`config.mk`:
```
export PLATFORM = sky130hd
export DESIGN_NAME = pwm_rgb_capture_flat
export DESIGN_NICKNAME = d
export VERILOG_FILES = /design/src/rtl/pwm_pkg.sv /design/src/rtl/pwm_rgb_capture_if.sv /design/src/rtl/pwm_duty_meter.sv /design/src/rtl/pwm_rgb_capture.sv /design/src/flat_wrapper.sv
export SDC_FILE = /design/constraint.sdc
export NUM_CORES = 1
export LEC_CHECK = 0
export CELL_PAD_IN_SITES_DETAIL_PLACEMENT = 0
export CELL_PAD_IN_SITES_GLOBAL_PLACEMENT = 1
export CORE_MARGIN = 4
export CORE_UTILIZATION = 48
export CTS_CLUSTER_DIAMETER = 50
export DETAILED_ROUTE_END_ITERATION = 12
export PLACE_DENSITY = 0.87
export SETUP_SLACK_MARGIN = 0.3
export SYNTH_ARGS = -nofsm -noshare
export SYNTH_HDL_FRONTEND = slang
export SYNTH_HIERARCHICAL = 1
export SYNTH_SLANG_ARGS = --single-unit
```
`constraint.sdc`:
```
create_clock -name clk -period 3.2 [get_ports clk]
set_input_delay 0.48 -clock clk [delete_from_list [all_inputs] [get_ports clk]]
set_output_delay 0.48 -clock clk [all_outputs]
set_load 0.01 [all_outputs]
```
`src/rtl/pwm_pkg.sv`:
```
// Shared constants and types for the RGB PWM driver / capture pair.
// Offsets and the colour-word type describe the default packing {R,G,B}.
package pwm_pkg;

   localparam int unsigned DEF_CNT_W  = 8;
   localparam int unsigned DEF_PERIOD = 1 << DEF_CNT_W;

   localparam int unsigned R_LSB = 2 * DEF_CNT_W;
   localparam int unsigned G_LSB = DEF_CNT_W;
   localparam int unsigned B_LSB = 0;

   typedef logic [3*DEF_CNT_W-1:0] color_t;

endpackage

```
`src/rtl/pwm_rgb_capture_if.sv`:
```
// PWM lines in, reconstructed colour and raw measurement out.
// The slave side is the capture block; the master side drives the lines and watches results.
interface pwm_rgb_capture_if #(
   parameter int unsigned CNT_W = pwm_pkg::DEF_CNT_W
);

   logic               pwm_R;
   logic               pwm_G;
   logic               pwm_B;
   logic [3*CNT_W-1:0] color;
   logic               color_valid;
   logic               color_update;
   logic [3*CNT_W-1:0] meas;
   logic               meas_strobe;
   logic [2:0]         sat;

   modport master (
      output pwm_R, pwm_G, pwm_B,
      input  color, color_valid, color_update, meas, meas_strobe, sat
   );

   modport slave (
      input  pwm_R, pwm_G, pwm_B,
      output color, color_valid, color_update, meas, meas_strobe, sat
   );

endinterface

```
`src/rtl/pwm_duty_meter.sv`:
```
// One channel: input synchroniser, high-time counter over a window, saturating result.
// The window boundary (win_last) comes from the parent so all channels stay aligned.
module pwm_duty_meter
   import pwm_pkg::*;
#(
   parameter int unsigned CNT_W       = DEF_CNT_W,
   parameter int unsigned SYNC_STAGES = 2
) (
   input  logic             clk,
   input  logic             rst,
   input  logic             pwm,
   input  logic             win_last,
   output logic [CNT_W-1:0] meas,
   output logic             sat
);

   localparam logic [CNT_W:0] FULL = {1'b1, {CNT_W{1'b0}}};

   logic           s;
   logic [CNT_W:0] hi;
   logic [CNT_W:0] tot;
   logic           full;

   generate
      if (SYNC_STAGES == 0) begin : g_bypass
         assign s = pwm;
      end else begin : g_sync
         logic [SYNC_STAGES-1:0] sync_q;

         always_ff @(posedge clk) begin
            if (rst) begin
               sync_q <= '0;
            end else begin
               sync_q[0] <= pwm;
               for (int unsigned i = 1; i < SYNC_STAGES; i++) begin
                  sync_q[i] <= sync_q[i-1];
               end
            end
         end

         assign s = sync_q[SYNC_STAGES-1];
      end
   endgenerate

   // The last sample of the window is folded in here rather than into hi,
   // so hi can be cleared on the same edge the result is captured.
   assign tot  = hi + {{CNT_W{1'b0}}, s};
   assign full = (tot == FULL);

   always_ff @(posedge clk) begin
      if (rst) begin
         hi   <= '0;
         meas <= '0;
         sat  <= 1'b0;
      end else if (win_last) begin
         hi   <= '0;
         meas <= full ? '1 : tot[CNT_W-1:0];
         sat  <= full;
      end else begin
         hi   <= tot;
      end
   end

endmodule

```
`src/rtl/pwm_rgb_capture.sv`:
```
// Reconstructs the {R,G,B} duty word from three PWM lines over free-running windows
// and publishes it once it has repeated for STABLE_N consecutive windows.
module pwm_rgb_capture
   import pwm_pkg::*;
#(
   parameter int unsigned CNT_W       = DEF_CNT_W,
   parameter int unsigned SYNC_STAGES = 2,
   parameter int unsigned STABLE_N    = 2
) (
   input  logic              clk,
   input  logic              rst,
   pwm_rgb_capture_if.slave  bus
);

   localparam logic [3:0] MATCH_MAX = 4'(STABLE_N);

   logic [CNT_W-1:0]   win;
   logic               win_last;
   logic [CNT_W-1:0]   meas_r;
   logic [CNT_W-1:0]   meas_g;
   logic [CNT_W-1:0]   meas_b;
   logic               sat_r;
   logic               sat_g;
   logic               sat_b;
   logic [3*CNT_W-1:0] meas_now;
   logic [3*CNT_W-1:0] prev_meas;
   logic [3*CNT_W-1:0] color_q;
   logic [3:0]         match;
   logic [3:0]         match_nxt;
   logic               publish;
   logic               meas_strobe_q;
   logic               color_update_q;
   logic               color_valid_q;

   assign win_last = &win;

   pwm_duty_meter #(.CNT_W(CNT_W), .SYNC_STAGES(SYNC_STAGES)) u_meter_r (
      .clk(clk), .rst(rst), .pwm(bus.pwm_R), .win_last(win_last), .meas(meas_r), .sat(sat_r)
   );
   pwm_duty_meter #(.CNT_W(CNT_W), .SYNC_STAGES(SYNC_STAGES)) u_meter_g (
      .clk(clk), .rst(rst), .pwm(bus.pwm_G), .win_last(win_last), .meas(meas_g), .sat(sat_g)
   );
   pwm_duty_meter #(.CNT_W(CNT_W), .SYNC_STAGES(SYNC_STAGES)) u_meter_b (
      .clk(clk), .rst(rst), .pwm(bus.pwm_B), .win_last(win_last), .meas(meas_b), .sat(sat_b)
   );

   assign meas_now = {meas_r, meas_g, meas_b};

   // Filter runs in the strobe cycle, when meas_now already holds the new window.
   always_comb begin
      match_nxt = 4'd1;
      if (meas_now == prev_meas) begin
         match_nxt = (match >= MATCH_MAX) ? MATCH_MAX : match + 4'd1;
      end
      publish = meas_strobe_q && (match_nxt == MATCH_MAX) && (meas_now != color_q);
   end

   always_ff @(posedge clk) begin
      if (rst) begin
         win            <= '0;
         meas_strobe_q  <= 1'b0;
         color_update_q <= 1'b0;
         color_valid_q  <= 1'b0;
         color_q        <= '0;
         prev_meas      <= '0;
         match          <= '0;
      end else begin
         win            <= win + 1'b1;
         meas_strobe_q  <= win_last;
         color_update_q <= publish;
         if (meas_strobe_q) begin
            prev_meas <= meas_now;
            match     <= match_nxt;
         end
         if (publish) begin
            color_q       <= meas_now;
            color_valid_q <= 1'b1;
         end
      end
   end

   assign bus.meas         = meas_now;
   assign bus.sat          = {sat_r, sat_g, sat_b};
   assign bus.meas_strobe  = meas_strobe_q;
   assign bus.color        = color_q;
   assign bus.color_valid  = color_valid_q;
   assign bus.color_update = color_update_q;

endmodule
```
`src/flat_wrapper.sv`:
```
// flat-port wrapper written by rule: the top's interface ports become plain ports
module pwm_rgb_capture_flat import pwm_pkg::*;
#(
   parameter int unsigned CNT_W       = DEF_CNT_W,
   parameter int unsigned SYNC_STAGES = 2,
   parameter int unsigned STABLE_N    = 2
)
  (clk, rst, bus_pwm_R, bus_pwm_G, bus_pwm_B, bus_color, bus_color_valid, bus_color_update, bus_meas, bus_meas_strobe, bus_sat);
  pwm_rgb_capture_if #(.CNT_W(CNT_W)) bus_i ();
  input  logic clk;
  input  logic rst;
  input wire logic [$bits(bus_i.pwm_R)-1:0] bus_pwm_R;
  input wire logic [$bits(bus_i.pwm_G)-1:0] bus_pwm_G;
  input wire logic [$bits(bus_i.pwm_B)-1:0] bus_pwm_B;
  output wire logic [$bits(bus_i.color)-1:0] bus_color;
  output wire logic [$bits(bus_i.color_valid)-1:0] bus_color_valid;
  output wire logic [$bits(bus_i.color_update)-1:0] bus_color_update;
  output wire logic [$bits(bus_i.meas)-1:0] bus_meas;
  output wire logic [$bits(bus_i.meas_strobe)-1:0] bus_meas_strobe;
  output wire logic [$bits(bus_i.sat)-1:0] bus_sat;
  assign bus_i.pwm_R = bus_pwm_R;
  assign bus_i.pwm_G = bus_pwm_G;
  assign bus_i.pwm_B = bus_pwm_B;
  assign bus_color = bus_i.color;
  assign bus_color_valid = bus_i.color_valid;
  assign bus_color_update = bus_i.color_update;
  assign bus_meas = bus_i.meas;
  assign bus_meas_strobe = bus_i.meas_strobe;
  assign bus_sat = bus_i.sat;
  pwm_rgb_capture #(.CNT_W(CNT_W), .SYNC_STAGES(SYNC_STAGES), .STABLE_N(STABLE_N)) u_core (.clk(clk), .rst(rst), .bus(bus_i));
endmodule
```
==> run metrics <==
outcome completed; count leader, synth dfxtp_1; DRC Markers 0; Layout Cells excl Fill 836; Core ar. 0.0121 mm²; Resized cells post-CTS 0; critical path type reg -> reg; largest net degree at the start of global routing 112; Post-synth EDFFs 0; Seq pwr share 45.9%; H-Tree Depth 4; Critical Path RT 3.54 ns; die area 0.0142 mm²; slowest stage delay, CP 0.54 ns; Leak 2.55 nW; placed cell area 0.00651 mm²; Inserted Clock Buffers 17; vias in the first global route 4319; crit path time final 2.40 ns; Post-Syn Instances 612; Max Fclk 417 MHz; Initial Util 49.1%; worst slack, placed 0.841 ns; Worst-Margin Slew 1.04 ns; crit path DAT 2.73 ns; Die W 119 µm; initial antenna violation count 0; DR vias 4443; share of post-route cells with drive strength above 1 10.3%; # nets final 669; root buf cell clkbuf_16; Sw Ratio 20.4%; Final setup viols 0; net switching power 687 µW; DP Cell Count 804; # IOs 59; gpl congestion 0.846; VDD IR-drop max 0.331 mV; flops & latches, synth 123; Longest Clk Path Bufs 2; Mean Syn Cell Area 9.67 µm²; Overall Power 3.37 mW; top cell type's share of synthesized area 41.6%; Slew HR 30.8%; RSZ-0062 raised after global routing no; Tot GR Track Use 19.2%; first-pass GRT wire length 22000 µm; First-pass DRT Iterations 4; Syn Std Cell Area 0.00592 mm²; synth warn 6; Die Span Y 119 µm; hold crit path type reg -> reg; Synthesized Nets 626; Buffers on Ports 58; vias per cell 5.31; Clock Latency Late Sink 0.41 ns; internal power 2.68 mW; highest net fanout along the worst path 10; pwr dens 478 mW/mm²; Max Cap Viol 0; Layout area overhead 19.2%; endpoint class of the critical path flop; setup bufs post-CTS 0; Yosys cell types 51; Gate power share 1.7%; ys async rst share 0%; main flop type after synthesis dfxtp_1; Final Hold Viols 0; setup tns final 0 ns; Synth top cells by count dfxtp_1, nor2_1, mux2i_1; slowest CP cell o211a_1; fin crit share 74.9%; Antenna Diode Count 0; Synth area leaders dfxtp_1, mux2i_1, xor2_1; final slew viol count 0; worst-path cell chain xnor2_1 > nand4_1 > nor4_4 > o211a_1 > buf_4 > mux2i_1; Post-DP HPWL 8850 µm; startpoint types flop; hold buffer count at CTS 0; GRT Residual Overflow 0; # clock sinks 123; worst setup slack after layout 0.805 ns; register area share after synthesis 41.6%; Post-Layout Inst Area 0.00706 mm²; WL per Instance 15.7 µm; Clk pwr share 52.3%; Total Wirelength 13100 µm; 1st-iter DRT viols 298; CTS tree done; Clock transition at path regs 0.05 ns; # rows 40; area leader, netlist dfxtp_1; Clock Skew 0.0127 ns; Fillers 1048; DRT antenna net count 0
logic make-up after synthesis:
kind of cell	synth area share (%)
AO/OA/AOI/OAI	10.8
XOR/XNOR	10.4
adder cells (fa/ha/maj)	1.90
buffers and inverters	4.65
flip-flops	41.6
multiplexers	9.13
AND/OR/NAND/NOR	21.6
cell usage in the layout (no fill, tap or decap), drive strengths merged, types with 9 or more instances in the layout:
cell	instances
a21oi	15
or3	11
mux2i	54
xnor2	34
clkdlybuf4s50	57
nor4	9
buf	9
a211o	9
nand4	13
a311o	9
dfxtp	123
xor2	36
nand3	14
ha	9
nor2	68
o21ai	32
clkbuf	23
nand2b	45
nand2	16
per-stage QoR:
stage	hold WS [ns]	utilization, %
4_1_cts	0.436	58.5
5_1_grt	0.459	58.5
3_3_place_gp	0.420	54.0
2_1_floorplan	0.414	-
6_report	0.435	58.5
3_5_place_dp	0.426	54.0
final timing paths:
kind	startpoint	end	slack, ns	cells after the start
min reg2reg	u_core/u_meter_g/g_sync.sync_q[0]$_SDFF_PP0_	u_core/u_meter_g/g_sync.sync_q[1]$_SDFF_PP0_	0.43	1
max	u_core/u_meter_b/meas[4]$_SDFFE_PP0P_	u_core/bus.color[9]$_SDFFE_PP0P_	0.80	6
max reg2reg	u_core/u_meter_b/meas[4]$_SDFFE_PP0P_	u_core/bus.color[9]$_SDFFE_PP0P_	0.80	6
min	u_core/u_meter_g/g_sync.sync_q[0]$_SDFF_PP0_	u_core/u_meter_g/g_sync.sync_q[1]$_SDFF_PP0_	0.43	1
worst max-delay path: cells and delay by family, from the launching register on:
| kind | cells | cell delay (ns) |
|---|---|---|
| mux | 1 | 0.20 |
| buf+inv | 1 | 0.30 |
| xor+xnor | 1 | 0.19 |
| flops | 1 | 0.49 |
| simple gates | 2 | 0.60 |
| compound gates | 1 | 0.54 |
power by group through the flow:
| stage | clock network, mW | logic, mW | registers (mW) |
|---|---|---|---|
| 6_report | 1.76 | 0.0588 | 1.55 |
| 5_1_grt | 1.87 | 0.0658 | 1.55 |
| 4_1_cts | 1.80 | 0.0587 | 1.55 |
| 3_5_place_dp | 0 | 0.0585 | 1.58 |
| 3_3_place_gp | 0 | 0.0576 | 1.58 |
| 2_1_floorplan | 0 | 0.0438 | 1.58 |
layout make-up:
class                      instances  area [µm²]  share of cell area [%]
clock buffer                      23         478                    6.77
tap                              168         210                    2.98
timing repair buffer              66         638                    9.04
inverter                           2        7.51                   0.106
clock inverter                     9        70.1                   0.993
multi-input combinational        445        3190                    45.2
sequential                       123        2460                    34.9
sequential cells by signal, indices dropped and copies added, names as in the netlist:
signal and flops:
u_core/bus.color 24, u_core/bus.color_update 1, u_core/bus.color_valid 1, u_core/bus.meas_strobe 1, u_core/match 4, u_core/prev_meas 24, u_core/u_meter_b/g_sync.sync_q 2, u_core/u_meter_b/hi 9
u_core/u_meter_b/meas 8, u_core/u_meter_b/sat 1, u_core/u_meter_g/g_sync.sync_q 2, u_core/u_meter_g/hi 9, u_core/u_meter_g/meas 8, u_core/u_meter_g/sat 1, u_core/u_meter_r/g_sync.sync_q 2, u_core/u_meter_r/hi 9
u_core/u_meter_r/meas 8, u_core/u_meter_r/sat 1, u_core/win 8
routing by layer:
metal	track usage [%]	vias up	part of all wire [%]
met3	5.22	10	4.0
met5	0	-	0
met2	29.3	80	46
met1	26.2	2134	49
li1	-	2219	-
met4	6.52	0	0.97
(Power assumes the default switching activity.)
